<file path="src/rtl/conv_enc_pkg.sv">
// Shared constants and puncturing rules for the punctured convolutional encoder.
// Latency: n/a (package only).
// Backpressure: n/a (package only).
package conv_enc_pkg;

  localparam int         K_80211A  = 7;
  localparam logic [6:0] G0_80211A = 7'o133;
  localparam logic [6:0] G1_80211A = 7'o171;

  localparam logic [1:0] RATE_1_2  = 2'b00;
  localparam logic [1:0] RATE_2_3  = 2'b01;
  localparam logic [1:0] RATE_3_4  = 2'b10;
  localparam logic [1:0] RATE_RSVD = 2'b11;

  // {emit_a, emit_b} for one input bit at the given rate and puncture phase.
  function automatic logic [1:0] puncture_mask(input logic [1:0] rate, input logic [1:0] phase);
    logic [1:0] mask;
    mask = 2'b11;
    case (rate)
      RATE_2_3: mask = (phase == 2'd1) ? 2'b10 : 2'b11;
      RATE_3_4: begin
        case (phase)
          2'd1:    mask = 2'b10;
          2'd2:    mask = 2'b01;
          default: mask = 2'b11;
        endcase
      end
      default:  mask = 2'b11;
    endcase
    return mask;
  endfunction

  // Number of input bits in one puncture period.
  function automatic logic [1:0] puncture_period(input logic [1:0] rate);
    logic [1:0] period;
    case (rate)
      RATE_2_3: period = 2'd2;
      RATE_3_4: period = 2'd3;
      default:  period = 2'd1;
    endcase
    return period;
  endfunction

endpackage

</file>
<file path="src/rtl/conv_pending_buffer.sv">
// Two-bit holding register for the coded bits of one input bit, drained one bit per cycle.
// Latency: a loaded head bit is visible on out_data the cycle after load.
// Backpressure: out_data holds while out_valid && !out_ready; can_load only when the load cannot overflow.
module conv_pending_buffer (
  input  logic       clock,
  input  logic       reset,
  input  logic       clear,
  input  logic       load,
  input  logic [1:0] load_bits,
  input  logic       load_two,
  input  logic       out_ready,
  output logic       out_valid,
  output logic       out_data,
  output logic       can_load
);

  // bits_q[0] is the head; bits_q[1] follows it when count_q == 2.
  logic [1:0] bits_q;
  logic [1:0] count_q;

  assign out_valid = (count_q != 2'd0);
  assign out_data  = bits_q[0];
  // Space exists when empty, or when the single remaining bit leaves this cycle.
  assign can_load  = (count_q == 2'd0) || ((count_q == 2'd1) && out_ready);

  // Load replaces the contents (the old head, if any, departs this cycle); otherwise shift out on transfer.
  always_ff @(posedge clock or posedge reset) begin
    if (reset) begin
      bits_q  <= 2'b00;
      count_q <= 2'd0;
    end else if (clear) begin
      bits_q  <= 2'b00;
      count_q <= 2'd0;
    end else if (load) begin
      bits_q  <= load_bits;
      count_q <= load_two ? 2'd2 : 2'd1;
    end else if (out_valid && out_ready) begin
      bits_q  <= {1'b0, bits_q[1]};
      count_q <= count_q - 2'd1;
    end
  end

endmodule

</file>
<file path="src/rtl/punctured_conv_encoder.sv">
// 802.11a convolutional encoder with rate 1/2, 2/3, 3/4 puncturing and an internal tail flush.
// Latency: the first coded bit of an input accepted in cycle N is on OutData in cycle N+1.
// Backpressure: InReady is combinational from OutReady and the pending count; OutData holds while stalled.
module punctured_conv_encoder
  import conv_enc_pkg::*;
#(
  parameter int             K             = K_80211A,
  parameter logic [K-1:0]   G0            = G0_80211A,
  parameter logic [K-1:0]   G1            = G1_80211A,
  parameter logic [K-2:0]   INITIAL_STATE = '0
) (
  input  logic       Clock,
  input  logic       Reset,
  input  logic       Start,
  input  logic [1:0] Rate,
  input  logic       Flush,
  input  logic       InValid,
  input  logic       InData,
  output logic       InReady,
  output logic       OutValid,
  output logic       OutData,
  input  logic       OutReady,
  output logic       Busy
);

  localparam int            CW       = $clog2(K);
  localparam logic [CW-1:0] TAIL_LEN = CW'(K - 1);

  // sr_q[K-2] is the previous input bit, sr_q[0] the oldest one still in the register.
  logic [K-2:0]  sr_q;
  logic [1:0]    rate_q;
  logic [1:0]    phase_q;
  logic [CW-1:0] flush_cnt_q;

  logic          flushing;
  logic          can_load;
  logic          accept;
  logic          flush_step;
  logic          flush_last;
  logic          feed;
  logic          feed_bit;
  logic [K-1:0]  taps;
  logic          bit_a;
  logic          bit_b;
  logic [1:0]    mask;
  logic [1:0]    period;
  logic [1:0]    phase_next;
  logic [1:0]    load_bits;
  logic          load_two;

  assign flushing   = (flush_cnt_q != '0);
  assign InReady    = !Reset && !flushing && !Start && can_load;
  assign accept     = InValid && InReady;
  // Tail zeros go in whenever the buffer has room; Start cancels the flush.
  assign flush_step = flushing && can_load && !Start;
  assign flush_last = flush_step && (flush_cnt_q == CW'(1));
  assign feed       = accept || flush_step;
  assign feed_bit   = accept & InData;

  assign taps       = {feed_bit, sr_q};
  assign bit_a      = ^(taps & G0);
  assign bit_b      = ^(taps & G1);

  assign mask       = puncture_mask(rate_q, phase_q);
  assign period     = puncture_period(rate_q);
  assign phase_next = (phase_q == period - 2'd1) ? 2'd0 : phase_q + 2'd1;

  // A B-only phase puts B at the head; otherwise A leads and B follows when present.
  assign load_bits  = (mask == 2'b01) ? {1'b0, bit_b} : {bit_b, bit_a};
  assign load_two   = &mask;

  assign Busy       = flushing || OutValid;

  // Shift register, puncture phase and latched rate; Start restarts the code sequence.
  always_ff @(posedge Clock or posedge Reset) begin
    if (Reset) begin
      sr_q    <= INITIAL_STATE;
      phase_q <= 2'd0;
      rate_q  <= RATE_1_2;
    end else if (Start) begin
      sr_q    <= INITIAL_STATE;
      phase_q <= 2'd0;
      rate_q  <= (Rate == RATE_RSVD) ? RATE_1_2 : Rate;
    end else if (feed) begin
      sr_q    <= flush_last ? INITIAL_STATE : {feed_bit, sr_q[K-2:1]};
      phase_q <= phase_next;
    end
  end

  // Tail counter: loads K-1 on an idle Flush and counts down once per injected zero.
  always_ff @(posedge Clock or posedge Reset) begin
    if (Reset) begin
      flush_cnt_q <= '0;
    end else if (Start) begin
      flush_cnt_q <= '0;
    end else if (Flush && !flushing) begin
      flush_cnt_q <= TAIL_LEN;
    end else if (flush_step) begin
      flush_cnt_q <= flush_cnt_q - CW'(1);
    end
  end

  conv_pending_buffer u_pending (
    .clock     (Clock),
    .reset     (Reset),
    .clear     (Start),
    .load      (feed),
    .load_bits (load_bits),
    .load_two  (load_two),
    .out_ready (OutReady),
    .out_valid (OutValid),
    .out_data  (OutData),
    .can_load  (can_load)
  );

endmodule

</file>
<file path="config.mk">
export PLATFORM = sky130hd
export DESIGN_NAME = punctured_conv_encoder
export DESIGN_NICKNAME = d
export VERILOG_FILES = /design/src/rtl/conv_enc_pkg.sv /design/src/rtl/conv_pending_buffer.sv /design/src/rtl/punctured_conv_encoder.sv
export SDC_FILE = /design/constraint.sdc
export NUM_CORES = 1
export LEC_CHECK = 0
export CORE_UTILIZATION = 53
export DETAILED_ROUTE_END_ITERATION = 8
export PLACE_DENSITY = 0.76
export SLEW_MARGIN = 20
export SYNTH_ARGS = -nofsm -noshare
export SYNTH_HDL_FRONTEND = slang
export SYNTH_SLANG_ARGS = --single-unit
</file>
<file path="constraint.sdc">
create_clock -name Clock -period 4 [get_ports Clock]
set_clock_uncertainty 0.05 [all_clocks]
set_input_delay 0.4 -clock Clock [delete_from_list [all_inputs] [get_ports Clock]]
set_output_delay 0.4 -clock Clock [all_outputs]
set_load 0.02 [all_outputs]
</file>
==> results of run 1 <==
cell families (layout without fill, tap and decap cells):
family	Yosys count	after routing	synth area share
compound gates	28	28	0.188
flops	17	17	0.376
buf+inv	16	29	0.0608
fa+ha+maj	10	10	0.111
simple gates	33	33	0.175
mux	3	3	0.0288
xor+xnor	7	7	0.0608
critical path: stages:
cell                              delay [ns]
sky130_fd_sc_hd__clkdlybuf4s50_1        0.75
sky130_fd_sc_hd__nor4b_4                0.42
sky130_fd_sc_hd__nor2b_1                0.16
sky130_fd_sc_hd__clkdlybuf4s50_1        0.60
registers in the layout (all words and copies together), names as in the netlist:
register           flops
u_pending.count_q      2
flush_cnt_q            3
u_pending.bits_q       2
sr_q                   6
rate_q                 2
phase_q                2
final timing paths:
check                                        to  cells after the start  slack [ns]
max in group asynchronous   u_pending.bits_q[1]                      2        2.94
max                                     InReady                      4        1.21
min                        u_pending.count_q[1]                      1        0.45
max reg2reg                u_pending.count_q[1]                      7        1.72
min in group asynchronous        flush_cnt_q[2]                      2        0.54
min reg2reg                u_pending.count_q[1]                      1        0.45
metrics by stage:
stage	utilization	instance area, um2	cells	total power, W	worst slack, ns
3_3_place_gp	0.638	1260	150	0.000665	1.23
6_report	0.652	1290	154	0.000773	1.21
3_5_place_dp	0.638	1260	150	0.000686	1.20
4_1_cts	0.652	1290	154	0.000780	1.21
5_1_grt	0.652	1290	154	0.000842	1.07
2_1_floorplan	-	1130	114	0.000572	2.20
area by class of cell:
class,count,area (um2)
fillers,178,689
multi-input cells,81,637
flip-flops and latches,17,425
repair buffers,12,120
inverters,13,48.8
well taps,27,33.8
clock buffers,3,22.5
clock inverters,1,5.00
per-layer routing:
layer	vias up	track usage	wire (um)
met2	18	0.325	925
met5	-	0	0
met4	0	0.0833	24
met3	4	0.0333	70
met1	393	0.266	997
li1	425	-	-
synthesized netlist by cell type:
cell type,number,share of area
sky130_fd_sc_hd__a2111oi_0,1,0.0077
sky130_fd_sc_hd__a211oi_2,1,0.011
sky130_fd_sc_hd__a21o_1,2,0.013
sky130_fd_sc_hd__a21oi_1,4,0.018
sky130_fd_sc_hd__a21oi_2,2,0.015
sky130_fd_sc_hd__a22o_1,6,0.046
sky130_fd_sc_hd__a31oi_1,1,0.0055
sky130_fd_sc_hd__a31oi_2,1,0.011
sky130_fd_sc_hd__a32o_2,1,0.010
sky130_fd_sc_hd__buf_2,1,0.0044
sky130_fd_sc_hd__buf_6,1,0.010
sky130_fd_sc_hd__clkbuf_1,1,0.0033
sky130_fd_sc_hd__dfrtp_1,17,0.38
sky130_fd_sc_hd__ha_1,10,0.11
sky130_fd_sc_hd__inv_1,13,0.043
sky130_fd_sc_hd__mux2_2,2,0.020
sky130_fd_sc_hd__mux2i_1,1,0.0088
sky130_fd_sc_hd__nand2_1,9,0.030
sky130_fd_sc_hd__nand2b_1,2,0.011
sky130_fd_sc_hd__nand3_1,1,0.0044
sky130_fd_sc_hd__nand3b_1,1,0.0066
sky130_fd_sc_hd__nand4b_2,1,0.013
sky130_fd_sc_hd__nor2_1,8,0.027
sky130_fd_sc_hd__nor2b_1,3,0.017
sky130_fd_sc_hd__nor3_1,4,0.018
sky130_fd_sc_hd__nor3b_1,1,0.0066
sky130_fd_sc_hd__nor4b_1,1,0.0077
sky130_fd_sc_hd__nor4b_2,1,0.013
sky130_fd_sc_hd__nor4b_4,1,0.021
sky130_fd_sc_hd__o211ai_1,1,0.0066
sky130_fd_sc_hd__o21ai_0,5,0.022
sky130_fd_sc_hd__o21bai_1,1,0.0066
sky130_fd_sc_hd__o22ai_1,1,0.0055
sky130_fd_sc_hd__o311a_1,1,0.0088
sky130_fd_sc_hd__xnor2_1,4,0.031
sky130_fd_sc_hd__xnor2_2,1,0.014
sky130_fd_sc_hd__xor2_1,2,0.015
report_power, final:
part	leakage [nW]	internal, W	switching, W
Combinational	0.356	0.000192	0.000253
Sequential	0.230	0.000206	0.0000308
Clock	0.0177	0.0000372	0.0000544
==> results.rst, run 1 <==
.. list-table::
   :header-rows: 1

   * - Metric
     - Value
   * - Reg-to-reg critical path startpoint
     - flush_cnt_q[0]
   * - Arrival time at the worst endpoint
     - 2.34 ns
   * - Number of vias per cell after detailed routing
     - 5.45
   * - Classification of the worst-slack hold path
     - reg -> reg
   * - Sequential area share after synthesis
     - 0.376
   * - Endpoints failing hold
     - 0
   * - Horizontal die dimension
     - 48.2 um
   * - Fmax achieved
     - 359 MHz
   * - Vias in the first global route
     - 771
   * - Total detailed-routing wirelength
     - 2020 um
   * - # Post-CTS Setup Buffers
     - 0
   * - Gates resized, CTS repair
     - 0
   * - Startpoint class of the critical path
     - input pin
   * - Worst hold slack
     - 0.453 ns
   * - Max Buffers Root-to-Sink
     - 2
   * - Floorplan core area
     - 1980 um2
   * - Cell at the root of the clock tree
     - sky130_fd_sc_hd__clkbuf_4
   * - Tcrit/Tclk final
     - 0.697
   * - Vias after detailed routing
     - 840
   * - Post-CTS Hold Fix Bufs
     - 0
   * - Final period demand of the worst path
     - 2.79 ns
   * - Area growth from synthesis to layout
     - 14.3%
   * - Fraction of layout instances using a drive strength above 1
     - 0.118
   * - Start-to-end type of the worst setup path
     - in -> out
   * - Violation count after the first detailed-routing iteration
     - 9
   * - Warnings, synthesis
     - 0
   * - Result of the run
     - completed
   * - Largest fanout on the critical path
     - 18
   * - CP Capture Type
     - output port
   * - Insertion delay of the later-clocked pin in the worst-skew pair
     - 0.29 ns
   * - Clock transition at the registers of the reported paths
     - 0.10 ns
   * - CTS HTree Levels
     - 1
   * - Power density over the cells
     - 598 nW/um2
   * - Antenna cell count
     - 0
   * - Final HPWL from detailed placement
     - 1580 um
   * - Die area
     - 2320 um2
   * - Synthesis-stage register bit count
     - 17
   * - Max Cap Violations
     - 0
   * - Nets
     - 147
   * - Routed wirelength normalized by instance count
     - 13.1 um
   * - Nets in the synthesized netlist
     - 133
   * - Tightest Pin Transition
     - 0.676 ns
   * - Static leakage power
     - 0.604 nW
   * - Post-route antenna net violation count
     - 0
   * - Most frequent standard cell in the layout excluding fill and tap cells
     - sky130_fd_sc_hd__dfrtp_1
   * - Count of port buffers added during placement
     - 12
   * - Aggregate global-route resource usage
     - 0.201
   * - Final routed DRC violation total
     - 0
   * - Unique masters post-synth
     - 37
   * - Die H
     - 48.2 um
   * - Overflow after GRT
     - 0
   * - Startpoint of the worst hold path
     - u_pending.count_q[1]
   * - Setup TNS
     - 0 ns
   * - Global-route wire length before repair
     - 3190 um
   * - Pin count of the biggest net entering global routing
     - 19
   * - Row count
     - 16
   * - Slew margin rel.
     - 0.548
   * - RD Place Congestion
     - 0.736
   * - IR drop worst, VDD
     - 0.000330 V
   * - Number of standard cells after synthesis
     - 114
   * - TritonCTS clock tree
     - yes
   * - Effective utilization at floorplan
     - 0.571
   * - CP Launch Point
     - Start
   * - Synthesized cell area
     - 1130 um2
   * - Final Slew Violations
     - 0
   * - Most used cells in the layout excluding fill and tap cells
     - 17 x sky130_fd_sc_hd__dfrtp_1, 13 x sky130_fd_sc_hd__inv_1, 12 x sky130_fd_sc_hd__clkdlybuf4s50_1, 10 x sky130_fd_sc_hd__ha_1, 9 x sky130_fd_sc_hd__nand2_1
   * - Required time at the endpoint of the critical path
     - 3.55 ns
   * - Syn Area/Cell
     - 9.92 um2
   * - Unrepaired setup endpoints after global routing
     - false
   * - Number of iterations in the first detailed-routing pass
     - 4
   * - Initial antenna violation count
     - 0
   * - Number of buffers created by CTS
     - 3
   * - Clk sinks
     - 17
   * - Final setup fails
     - 0
   * - I/O pin total
     - 13
Note: power is estimated with default switching activity, not from simulation.
==> run 2: changes to the inputs <==
==> constraint.sdc (replaced) <==
create_clock -name Clock -period 2.9 [get_ports Clock]
set_clock_uncertainty 0.05 [all_clocks]
set_input_delay 0.29 -clock Clock [delete_from_list [all_inputs] [get_ports Clock]]
set_output_delay 0.29 -clock Clock [all_outputs]
set_load 0.02 [all_outputs]
==> run 2 against run 1 <==
Compared with the run above: critical path depth up 1; non-clock buffer count up 1; via count down 0.95%; worst hold slack worse by 0.0085 ns; sequential share of layout area down 0.16 points; sequential power rose by 37%; register-to-register slack worse by 1.0 ns; setup slack got worse by 0.83 ns; wire length increased by 0.15%; first-iteration DRC count is 89% higher; clock-buffer cell count up 1; global-route usage decreased by 0.23 points.
==> results.rst, run 2 (same netlist as run 1, synthesis figures left out) <==
.. list-table::
   :header-rows: 1

   * - Metric
     - Value
   * - Die H
     - 48.2 um
   * - Final routed DRC violation total
     - 0
   * - I/O pin total
     - 13
   * - Static leakage power
     - 0.606 nW
   * - IR drop worst, VDD
     - 0.000465 V
   * - Tightest Pin Transition
     - 0.654 ns
   * - CTS HTree Levels
     - 1
   * - Max Buffers Root-to-Sink
     - 2
   * - Die area
     - 2320 um2
   * - Endpoints failing hold
     - 0
   * - Number of cells on the worst reg-to-reg path
     - 7
   * - Start-to-end type of the worst setup path
     - reg -> out
   * - Final period demand of the worst path
     - 2.52 ns
   * - Total detailed-routing wirelength
     - 2020 um
   * - Count of port buffers added during placement
     - 12
   * - Area growth from synthesis to layout
     - 14.8%
   * - End of the critical path
     - Busy
   * - Overflow after GRT
     - 0
   * - Number of iterations in the first detailed-routing pass
     - 4
   * - Register-to-Register Setup Slack
     - 0.69 ns
   * - Unrepaired setup endpoints after global routing
     - false
   * - Arrival time at the worst endpoint
     - 2.18 ns
   * - Vias in the first global route
     - 778
   * - Clk sinks
     - 17
   * - Reg-to-reg critical path startpoint
     - flush_cnt_q[0]
   * - Endpoint of the worst-slack reg-to-reg timing path
     - u_pending.count_q[1]
   * - Effective utilization at floorplan
     - 0.571
   * - Fmax achieved
     - 397 MHz
   * - Fraction of layout instances using a drive strength above 1
     - 0.117
   * - Floorplan core area
     - 1980 um2
   * - Horizontal die dimension
     - 48.2 um
   * - Initial antenna violation count
     - 0
   * - RD Place Congestion
     - 0.751
   * - Post-CTS Hold Fix Bufs
     - 0
   * - Final HPWL from detailed placement
     - 1540 um
   * - Final setup fails
     - 0
   * - Most frequent standard cell in the layout excluding fill and tap cells
     - sky130_fd_sc_hd__dfrtp_1
   * - Global-route wire length before repair
     - 3260 um
   * - Final Slew Violations
     - 0
   * - Clock transition at the registers of the reported paths
     - 0.10 ns
   * - CP Capture Type
     - output port
   * - Gates resized, CTS repair
     - 0
   * - Result of the run
     - completed
   * - Required time at the endpoint of the critical path
     - 2.56 ns
   * - Pin count of the biggest net entering global routing
     - 18
   * - Antenna cell count
     - 0
   * - TritonCTS clock tree
     - yes
   * - Regs by FF count
     - sr_q x6, flush_cnt_q x3
   * - Number of flip-flops in the largest register
     - 6
   * - Post-route antenna net violation count
     - 0
   * - Row count
     - 16
   * - Largest fanout on the critical path
     - 8
   * - Insertion delay of the later-clocked pin in the worst-skew pair
     - 0.29 ns
   * - Aggregate global-route resource usage
     - 0.198
   * - Slew margin rel.
     - 0.564
   * - Tcrit/Tclk final
     - 0.869
   * - Number of vias per cell after detailed routing
     - 5.37
   * - CP Launch Point
     - flush_cnt_q[0]
   * - Violation count after the first detailed-routing iteration
     - 17
   * - Vias after detailed routing
     - 832
   * - Most flops, register
     - sr_q
   * - Classification of the worst-slack hold path
     - reg -> reg
   * - Power density over the cells
     - 814 nW/um2
   * - Worst hold slack
     - 0.444 ns
   * - Startpoint class of the critical path
     - flop
   * - # Post-CTS Setup Buffers
     - 0
   * - Cell at the root of the clock tree
     - sky130_fd_sc_hd__clkbuf_4
   * - Setup TNS
     - 0 ns
   * - Most used cells in the layout excluding fill and tap cells
     - 17 x sky130_fd_sc_hd__dfrtp_1, 13 x sky130_fd_sc_hd__inv_1, 12 x sky130_fd_sc_hd__clkdlybuf4s50_1, 10 x sky130_fd_sc_hd__ha_1, 9 x sky130_fd_sc_hd__nand2_1
   * - Max Cap Violations
     - 0
   * - Routed wirelength normalized by instance count
     - 13.0 um
   * - Nets
     - 148
   * - Number of buffers created by CTS
     - 3
## run 2: cell count changes in the layout (fill, tap and decap cells not counted), sizes merged
cell | before | now
buf | 0 | 1
clkbuf | 3 | 4
clkinv | 1 | 0
## run 2: cell type report
cell class                 instances  area (um2)
fill                             154         683
sequential                        17         425
timing repair buffer              13         128
clock buffer                       4        26.3
inverter                          13        48.8
multi-input combinational         81         637
tap                               27        33.8
## run 2: metrics by stage
| stage | std cells | utilization | instance area [um2] | power, W | setup WS (ns) |
|---|---|---|---|---|---|
| after CTS | 155 | 0.655 | 1300 | 0.00106 | 0.364 |
| after detailed placement | 151 | 0.642 | 1270 | 0.000936 | 0.697 |
| after global placement | 151 | 0.642 | 1270 | 0.000917 | 0.743 |
| after floorplan | 114 | - | 1130 | 0.000789 | 1.10 |
| after global routing | 155 | 0.655 | 1300 | 0.00116 | 0.184 |
| final | 155 | 0.655 | 1300 | 0.00106 | 0.379 |
## run 2: worst min-delay path by stage
stage                         startpoint              endpoint  slack, ns  cells after the start
CTS                 u_pending.count_q[1]  u_pending.count_q[1]       0.45                      1
global placement    u_pending.count_q[1]  u_pending.count_q[1]       0.42                      1
finish              u_pending.count_q[1]  u_pending.count_q[1]       0.44                      1
floorplan                          Reset        flush_cnt_q[0]       0.17                      1
global route        u_pending.count_q[1]  u_pending.count_q[1]       0.48                      1
detailed placement  u_pending.count_q[1]  u_pending.count_q[1]       0.42                      1
## run 2: worst max-delay path, stage by stage (launching register included)
cell and delay [ns]:
sky130_fd_sc_hd__dfrtp_1 0.41, sky130_fd_sc_hd__inv_1 0.12, sky130_fd_sc_hd__ha_1 0.21, sky130_fd_sc_hd__nor2b_1 0.50, sky130_fd_sc_hd__nand2_1 0.10, sky130_fd_sc_hd__clkdlybuf4s50_1 0.55
## run 2: power breakdown
group          switching [W]  internal [W]  total, W
Combinational       0.000339      0.000264  0.000603
Clock              0.0000755     0.0000535  0.000129
Sequential         0.0000412      0.000284  0.000325
Total               0.000456      0.000601   0.00106
## run 2: metal layers
| layer | GRT usage | vias up | share of wire |
|---|---|---|---|
| met1 | 0.291 | 393 | 0.50 |
| met2 | 0.320 | 14 | 0.46 |
| met4 | 0.0333 | 0 | 0.0045 |
| met3 | 0.0222 | 2 | 0.029 |
| li1 | - | 423 | - |
| met5 | 0 | - | 0 |
